## config.mk

```make
export PLATFORM = sky130hd
export DESIGN_NAME = memory_access_stage
export DESIGN_NICKNAME = d
export VERILOG_FILES = /design/src/rtl/memory_access_stage.sv
export SDC_FILE = /design/constraint.sdc
export NUM_CORES = 1
export LEC_CHECK = 0
export ABC_CLOCK_PERIOD_IN_PS = 1600
export CAP_MARGIN = 20
export CORE_UTILIZATION = 38
export CTS_CLUSTER_SIZE = 24
export DETAILED_ROUTE_END_ITERATION = 8
export GPL_TIMING_DRIVEN = 0
export PLACE_DENSITY = 0.79
export SLEW_MARGIN = 15
export SYNTH_ARGS = -nofsm -noshare
export SYNTH_HDL_FRONTEND = slang
export SYNTH_SLANG_ARGS = --single-unit
export TNS_END_PERCENT = 50
```

## constraint.sdc

```tcl
create_clock -name clk -period 1.6 [get_ports clk]
set_input_delay 0.32 -clock clk [delete_from_list [all_inputs] [get_ports clk]]
set_output_delay 0.32 -clock clk [all_outputs]
set_load 0.01 [all_outputs]
```

## src/rtl/memory_access_stage.sv

```systemverilog
// MEM stage of the 16-bit pipelined CPU: issues loads/stores on a req/ack port and feeds MEM/WB.
// Optional build macro MEM_TIMEOUT_EN adds a bounded wait on mem_ack with a sticky err_out.
module memory_access_stage #(
    parameter int DATA_W         = 16,
    parameter int ADDR_W         = 16,
    parameter int TIMEOUT_CYCLES = 15
) (
    input  logic              clk,
    input  logic              rst,
    input  logic              wbs_in,
    input  logic              wme_in,
    input  logic              mm_in,
    input  logic              wm_in,
    input  logic              ni_in,
    input  logic [DATA_W-1:0] ALUresult_in,
    input  logic [DATA_W-1:0] memData_in,
    output logic              stall_out,
    output logic              mem_req,
    output logic              mem_we,
    output logic [ADDR_W-1:0] mem_addr,
    output logic [DATA_W-1:0] mem_wdata,
    input  logic [DATA_W-1:0] mem_rdata,
    input  logic              mem_ack,
    output logic              wbs_out,
    output logic              wm_out,
    output logic              ni_out,
    output logic [DATA_W-1:0] wbData_out,
    output logic              err_out,
    output logic              o_state_dbg
);

    // Handshake: mem_req rises with a new access and stays high, with we/addr/wdata
    // frozen, until the edge after the single-cycle mem_ack pulse (or the timeout).
    typedef enum logic {S_IDLE = 1'b0, S_WAIT = 1'b1} state_t;

    state_t r_state;
    state_t w_next_state;
    logic   w_op;
    logic   w_issue;
    logic   w_complete;
    logic   w_pass;
    logic   w_timeout;

    logic              r_mem_req;
    logic              r_mem_we;
    logic [ADDR_W-1:0] r_mem_addr;
    logic [DATA_W-1:0] r_mem_wdata;
    logic              r_wbs;
    logic              r_wm;
    logic              r_ni;
    logic [DATA_W-1:0] r_wb_data;

    if (ADDR_W > DATA_W || TIMEOUT_CYCLES < 1) begin : g_bad_params
        $error("memory_access_stage: ADDR_W must not exceed DATA_W and TIMEOUT_CYCLES must be >= 1");
    end

    assign w_op = wme_in | mm_in;

    always_ff @(posedge clk) begin
        if (rst) begin
            r_state <= S_IDLE;
        end else begin
            r_state <= w_next_state;
        end
    end

    always_comb begin
        w_next_state = r_state;
        case (r_state)
            S_IDLE:  if (w_op) w_next_state = S_WAIT;
            S_WAIT:  if (mem_ack || w_timeout) w_next_state = S_IDLE;
            default: w_next_state = S_IDLE;
        endcase
    end

    always_comb begin
        stall_out  = 1'b0;
        w_issue    = 1'b0;
        w_complete = 1'b0;
        w_pass     = 1'b0;
        case (r_state)
            S_IDLE: begin
                if (w_op) begin
                    stall_out = 1'b1;
                    w_issue   = 1'b1;
                end else begin
                    w_pass = 1'b1;
                end
            end
            S_WAIT: begin
                // A timed-out access releases the stall so the instruction is dropped.
                if (mem_ack) begin
                    w_complete = 1'b1;
                end else if (!w_timeout) begin
                    stall_out = 1'b1;
                end
            end
            default: ;
        endcase
    end

    always_ff @(posedge clk) begin
        if (rst) begin
            r_mem_req   <= 1'b0;
            r_mem_we    <= 1'b0;
            r_mem_addr  <= '0;
            r_mem_wdata <= '0;
            r_wbs       <= 1'b0;
            r_wm        <= 1'b0;
            r_ni        <= 1'b0;
            r_wb_data   <= '0;
        end else begin
            if (w_issue) begin
                r_mem_req   <= 1'b1;
                r_mem_we    <= wme_in;
                r_mem_addr  <= ALUresult_in[ADDR_W-1:0];
                r_mem_wdata <= memData_in;
            end else if (w_complete || w_timeout) begin
                r_mem_req <= 1'b0;
            end

            if (w_pass || w_complete) begin
                r_wbs <= wbs_in;
                r_wm  <= wm_in;
                r_ni  <= ni_in;
            end else begin
                r_wbs <= 1'b0;
                r_wm  <= 1'b0;
                r_ni  <= 1'b0;
            end

            // Only a pure load takes memory data; a combined load+store writes back the ALU value.
            if (w_pass) begin
                r_wb_data <= ALUresult_in;
            end else if (w_complete) begin
                r_wb_data <= (mm_in && !wme_in) ? mem_rdata : ALUresult_in;
            end
        end
    end

`ifdef MEM_TIMEOUT_EN
    localparam int CNT_W = ($clog2(TIMEOUT_CYCLES + 1) < 4) ? 4 : $clog2(TIMEOUT_CYCLES + 1);

    logic [CNT_W-1:0] r_wait_cnt;
    logic             r_err;

    // The counter holds the number of WAIT cycles already spent, so the access gives up
    // at the end of the TIMEOUT_CYCLES-th WAIT cycle.
    assign w_timeout = (r_state == S_WAIT) && !mem_ack &&
                       (r_wait_cnt == CNT_W'(TIMEOUT_CYCLES - 1));

    always_ff @(posedge clk) begin
        if (rst) begin
            r_wait_cnt <= '0;
            r_err      <= 1'b0;
        end else begin
            if (w_issue) begin
                r_wait_cnt <= '0;
            end else if (r_state == S_WAIT) begin
                r_wait_cnt <= r_wait_cnt + 1'b1;
            end
            if (w_timeout) begin
                r_err <= 1'b1;
            end
        end
    end

    assign err_out = r_err;
`else
    assign w_timeout = 1'b0;
    assign err_out   = 1'b0;
`endif

    assign mem_req     = r_mem_req;
    assign mem_we      = r_mem_we;
    assign mem_addr    = r_mem_addr;
    assign mem_wdata   = r_mem_wdata;
    assign wbs_out     = r_wbs;
    assign wm_out      = r_wm;
    assign ni_out      = r_ni;
    assign wbData_out  = r_wb_data;
    assign o_state_dbg = r_state;

endmodule
```

### Yosys cells after proc, flatten, opt, wreduce, memory -nomap -nowiden

Index checks and enable logic that the tools add are counted.

* register bits after elaboration: 54
* output and inout bits: 56
* input port bits: 56

* reduce and logical (&&, ||, !) cells: 6
* bitwise logic cells: 3
* mux-type cells: 13

Operator list (number)
* 16-bit two-way mux: 3
* 1-bit two-way mux: 9
* 2-bit nonzero test: 2
* 1-bit NOT: 2
* 1-bit one-hot mux with 2 select lines: 1
* 2-bit OR reduction: 1
* 1-bit logical AND: 1
* 1-bit zero test: 1
* 1-bit logical OR: 1
* 1-bit OR: 1

### Logic depth before layout (Yosys ltp)

* word-level depth: 6
* gate-level depth with buffers: 5
* mapped depth without buffers: 3

### Worst setup path after synthesis

Ideal clock, no wire load.

* path type: register to register
* start point: register r_state, in the netlist o_state_dbg
* end point: register r_wb_data[6], in the netlist wbData_out[6]
* path slack: 0.386 ns
* clock period less this slack: 1.214 ns
* stages on the path, launching flop included: 5
* library setup time: 0.070 ns
* arrival: 1.144 ns
* buffers on the path: 1
* cell sequence: dfxtp_1 and2_4 nor3_4 buf_4 o2bb2ai_1

* longest elaborated chain between the ends: 2

RTL lines
* start: declaration: line 36 `state_t r_state;`
* start signal: assignment: line 63 `r_state <= w_next_state;`
* 1-bit two-way mux: line 81 `case (r_state)`
* 16-bit two-way mux / 2-bit nonzero test (equally long branches)
* end signal: assignment: line 134 `r_wb_data <= ALUresult_in;`
* end signal: assignment: line 136 `r_wb_data <= (mm_in && !wme_in) ? mem_rdata : ALUresult_in;`
* end: declaration: line 51 `logic [DATA_W-1:0] r_wb_data;`

Parallel ways exist; a longest one is shown, timed or not.
A chain may end at the register's enable or synchronous reset.

### Worst setup path after layout

* start point: input mem_ack
* end point: register r_wb_data[7], in the netlist wbData_out[7]

* longest elaborated chain between the ends: 3

RTL lines
* start: declaration: line 23 `input logic mem_ack,`
* 1-bit two-way mux: line 92 `if (mem_ack) begin`
* 1-bit two-way mux: line 81
* 2-bit nonzero test (no line)

No other way between the ends.

==> impl_metrics.py <==
metrics = {
    "die": {
        "start_util_pct": 40.0,
        "dieArea_mm2": 0.00574,
        "die_height_um": 75.8,
        "core_mm2": 0.00517,
        "die_width_um": 75.8,
        "core.rowCount": 26,
        "pin_count": 112,
    },
    "worst_setup_path": {
        "critPathRequiredTime_ns": 1.84,
        "r2r_start": "o_state_dbg",
        "crit_path_max_fanout": 10,
        "crit_family": "buffers and inverters",
        "cpPeakStageDelay_ns": 0.41,
        "crit_arrival_ns": 1.77,
        "path_cells": "clkdlybuf4s50_1, and2_4, buf_4, nor3_4, buf_4, o2bb2ai_1",
        "ff2ff_setup_slack_ns": 0.13,
        "endpoint_kind": "flop",
        "path_class": "in2reg",
        "ff2ff_path_depth": 5,
        "critPathSlowestCell": "clkdlybuf4s50_1",
        "cp-start-kind": "primary input",
        "crit_top_cell": "buf_4",
        "rr_endpoint": "wbData_out[7]",
        "path_buf_inv": 3,
    },
    "power": {
        "vdd_drop_max_mv": 0.552,
        "powerDensity_mw_per_mm2": 876,
        "finalPower_mw": 2.94,
        "leakage_nw": 1.29,
    },
    "sta": {
        "fin_crit_sh_pct": 95.7,
        "rsz0062_at_grt": "no",
        "tightestPinTransition_ns": 0.531,
        "finalMaxSlewViolations": 0,
        "hold_ws_ns": 0.300,
        "max_clock_freq_ghz": 0.653,
        "hold_viol_final": 0,
        "period_minus_slack_ns": 1.53,
        "skew_ns": 0.00288,
        "setup_viol": 0,
        "slew_headroom_pct": 64.6,
    },
    "logic_synthesis": {
        "syn-num-nets": 274,
        "synth_seq_cells": 54,
        "avgSynthCellArea_um2": 9.49,
        "yosysSeqAreaShare_pct": 52.2,
        "syn_area_mm2": 0.00207,
        "syn_inst": 218,
        "ys_types": 24,
        "yosysWarningCount": 0,
    },
    "route": {
        "totalWireLength_um": 5350,
        "postRouteAntennaNets": 0,
        "wire_per_inst_um": 13.1,
        "dr.first_iter.drc_count": 59,
        "drc": 0,
        "drt_first_pass_iters": 4,
        "viasPerCell": 4.62,
        "via_count": 1884,
    },
    "layout": {
        "nets": 393,
        "nFillCells": 436,
        "final_util_pct": 65.0,
        "drive_gt1_share_pct": 10.9,
        "area_growth_pct": 62.4,
        "diodes": 0,
    },
    "placement": {
        "gp_congestion": 0.724,
        "portBuffers": 109,
        "hpwl_um": 3950,
    },
    "global_routing": {
        "grt_pass1_vias": 1735,
        "grt_pass1_wl_um": 8060,
        "grtUsageTotal_pct": 18.5,
        "grt_max_degree": 16,
        "grt-ovfl-total": 0,
        "antenna_found_initial": 0,
    },
    "clock_tree": {
        "cts_root_buffer": "clkbuf_8",
        "cts_tree": "built",
        "h-tree-depth": 2,
        "cts_hold_buf": 0,
        "clk_latency_ns": 0.30,
        "clock-sinks": 54,
        "cts_inserted_buffers": 5,
        "clk_path_buf_depth": 2,
        "clkSlewWorstSetupHoldPaths_ns": 0.09,
    },
    "min_path": {
        "worstHoldPathCells": 2,
        "hp-start": "rst",
        "min_to": "mem_addr[1]",
        "hp-class": "in2reg",
    },
    "status": {
        "status": "finished clean",
    },
    "flow_run": {
        "drv_cap": 0,
    },
}
what timing repair did:
item                                    in CTS  in global routing
endpoints found under the setup margin       2                  3
pin swaps                                    1                  1
setup buffers                                3                  0
resized for setup                            7                  1
layer usage:
layer | track usage [%] | share of wire (%)
met3 | 5.69 | 7.7
met1 | 22.2 | 45
met4 | 5.35 | 0.90
met2 | 31.8 | 46
met5 | 0 | 0
logic make-up after synthesis:
logic type             Yosys count  synth area share [%]
and+or+nand+nor                 74                  15.0
AOI/OAI and AO/OA               54                  19.3
DFF                             54                  52.2
buffers and inverters           19                  5.56
muxes                           16                  7.74
other                            1                 0.181
state kept, by name, summed over array words and instances, names as in the netlist:
name	count
mem_addr	16
mem_wdata	16
wbData_out	16
mem_req	1
mem_we	1
ni_out	1
o_state_dbg	1
wbs_out	1
wm_out	1
where the power goes:
part           switching (mW)  leakage, nW  internal [mW]
clock network           0.427       0.0482          0.350
logic                   0.284        0.799          0.390
registers              0.0519        0.445           1.44
metrics by stage:
step,cells,cell area [um^2],setup WS [ns],TNS [ns]
floorplan,218,2070,0.386,0
global placement,397,3250,-0.536,-5.70
detailed placement,397,3250,-0.539,-6.52
CTS,408,3370,0.0138,0
global route,408,3360,0.00207,0
finish,408,3360,0.0695,0
synthesized netlist by cell type:
| cell | n | area share (%) |
|---|---|---|
| o2bb2ai_2 | 7 | 5.1 |
| inv_1 | 4 | 0.73 |
| buf_6 | 1 | 0.54 |
| o21ba_2 | 1 | 0.48 |
| conb_1 | 1 | 0.18 |
| buf_12 | 1 | 0.97 |
| buf_2 | 7 | 1.7 |
| nor2_1 | 4 | 0.73 |
| buf_4 | 3 | 1.1 |
| and2_4 | 1 | 0.42 |
| nand2b_1 | 1 | 0.30 |
| dfxtp_1 | 54 | 52 |
| nor2b_1 | 1 | 0.30 |
| nand2_1 | 64 | 12 |
| a21oi_1 | 34 | 8.2 |
| nor3_4 | 1 | 0.79 |
| o2bb2ai_1 | 9 | 3.8 |
| o21bai_4 | 1 | 0.91 |
| o21bai_2 | 1 | 0.54 |
| nor3_2 | 1 | 0.48 |
| clkbuf_1 | 3 | 0.54 |
| o21ai_0 | 1 | 0.24 |
| mux2i_1 | 16 | 7.7 |
| or2b_1 | 1 | 0.36 |
layout by cell type, fill, tap and decap left out, drive strengths merged:
cell	netlist	layout
o2bb2ai	16	16
buf	12	15
nor2b	1	1
dfxtp	54	54
and2	1	1
clkbuf	3	11
o21ba	1	1
nor2	4	4
conb	1	1
dlygate4sd2	0	3
nand2b	1	1
o21bai	2	2
o21ai	1	1
mux2i	16	16
nor3	2	2
or2b	1	1
inv	4	4
nand2	64	64
clkinv	0	1
a21oi	34	34
clkdlybuf4s50	0	105
layout make-up:
class / instances / area, um^2 / share of cell area, %
clock inverter: 1 / 5.00 / 0.149
inverter: 4 / 15.0 / 0.447
buffer: 15 / 100 / 2.98
tap: 70 / 87.6 / 2.61
multi-input combinational: 145 / 880 / 26.2
clock buffer: 7 / 86.3 / 2.57
sequential: 54 / 1080 / 32.2
timing repair buffer: 112 / 1100 / 32.9
worst max path at each step:
| stage | slack, ns | from | endpoint | cells after the start |
|---|---|---|---|---|
| 6_report | 0.07 | mem_ack | wbData_out[7] | 6 |
| 5_1_grt | 0.002 | wbData_out[10] | wbData_out[10] | 1 |
| 4_1_cts | 0.01 | mem_ack | wbData_out[7] | 6 |
| 3_5_place_dp | -0.54 | wme_in | stall_out | 4 |
| 3_3_place_gp | -0.54 | wme_in | stall_out | 4 |
| 2_1_floorplan | 0.39 | o_state_dbg | wbData_out[6] | 4 |
No activity file was read; power rests on OpenSTA's default activity.
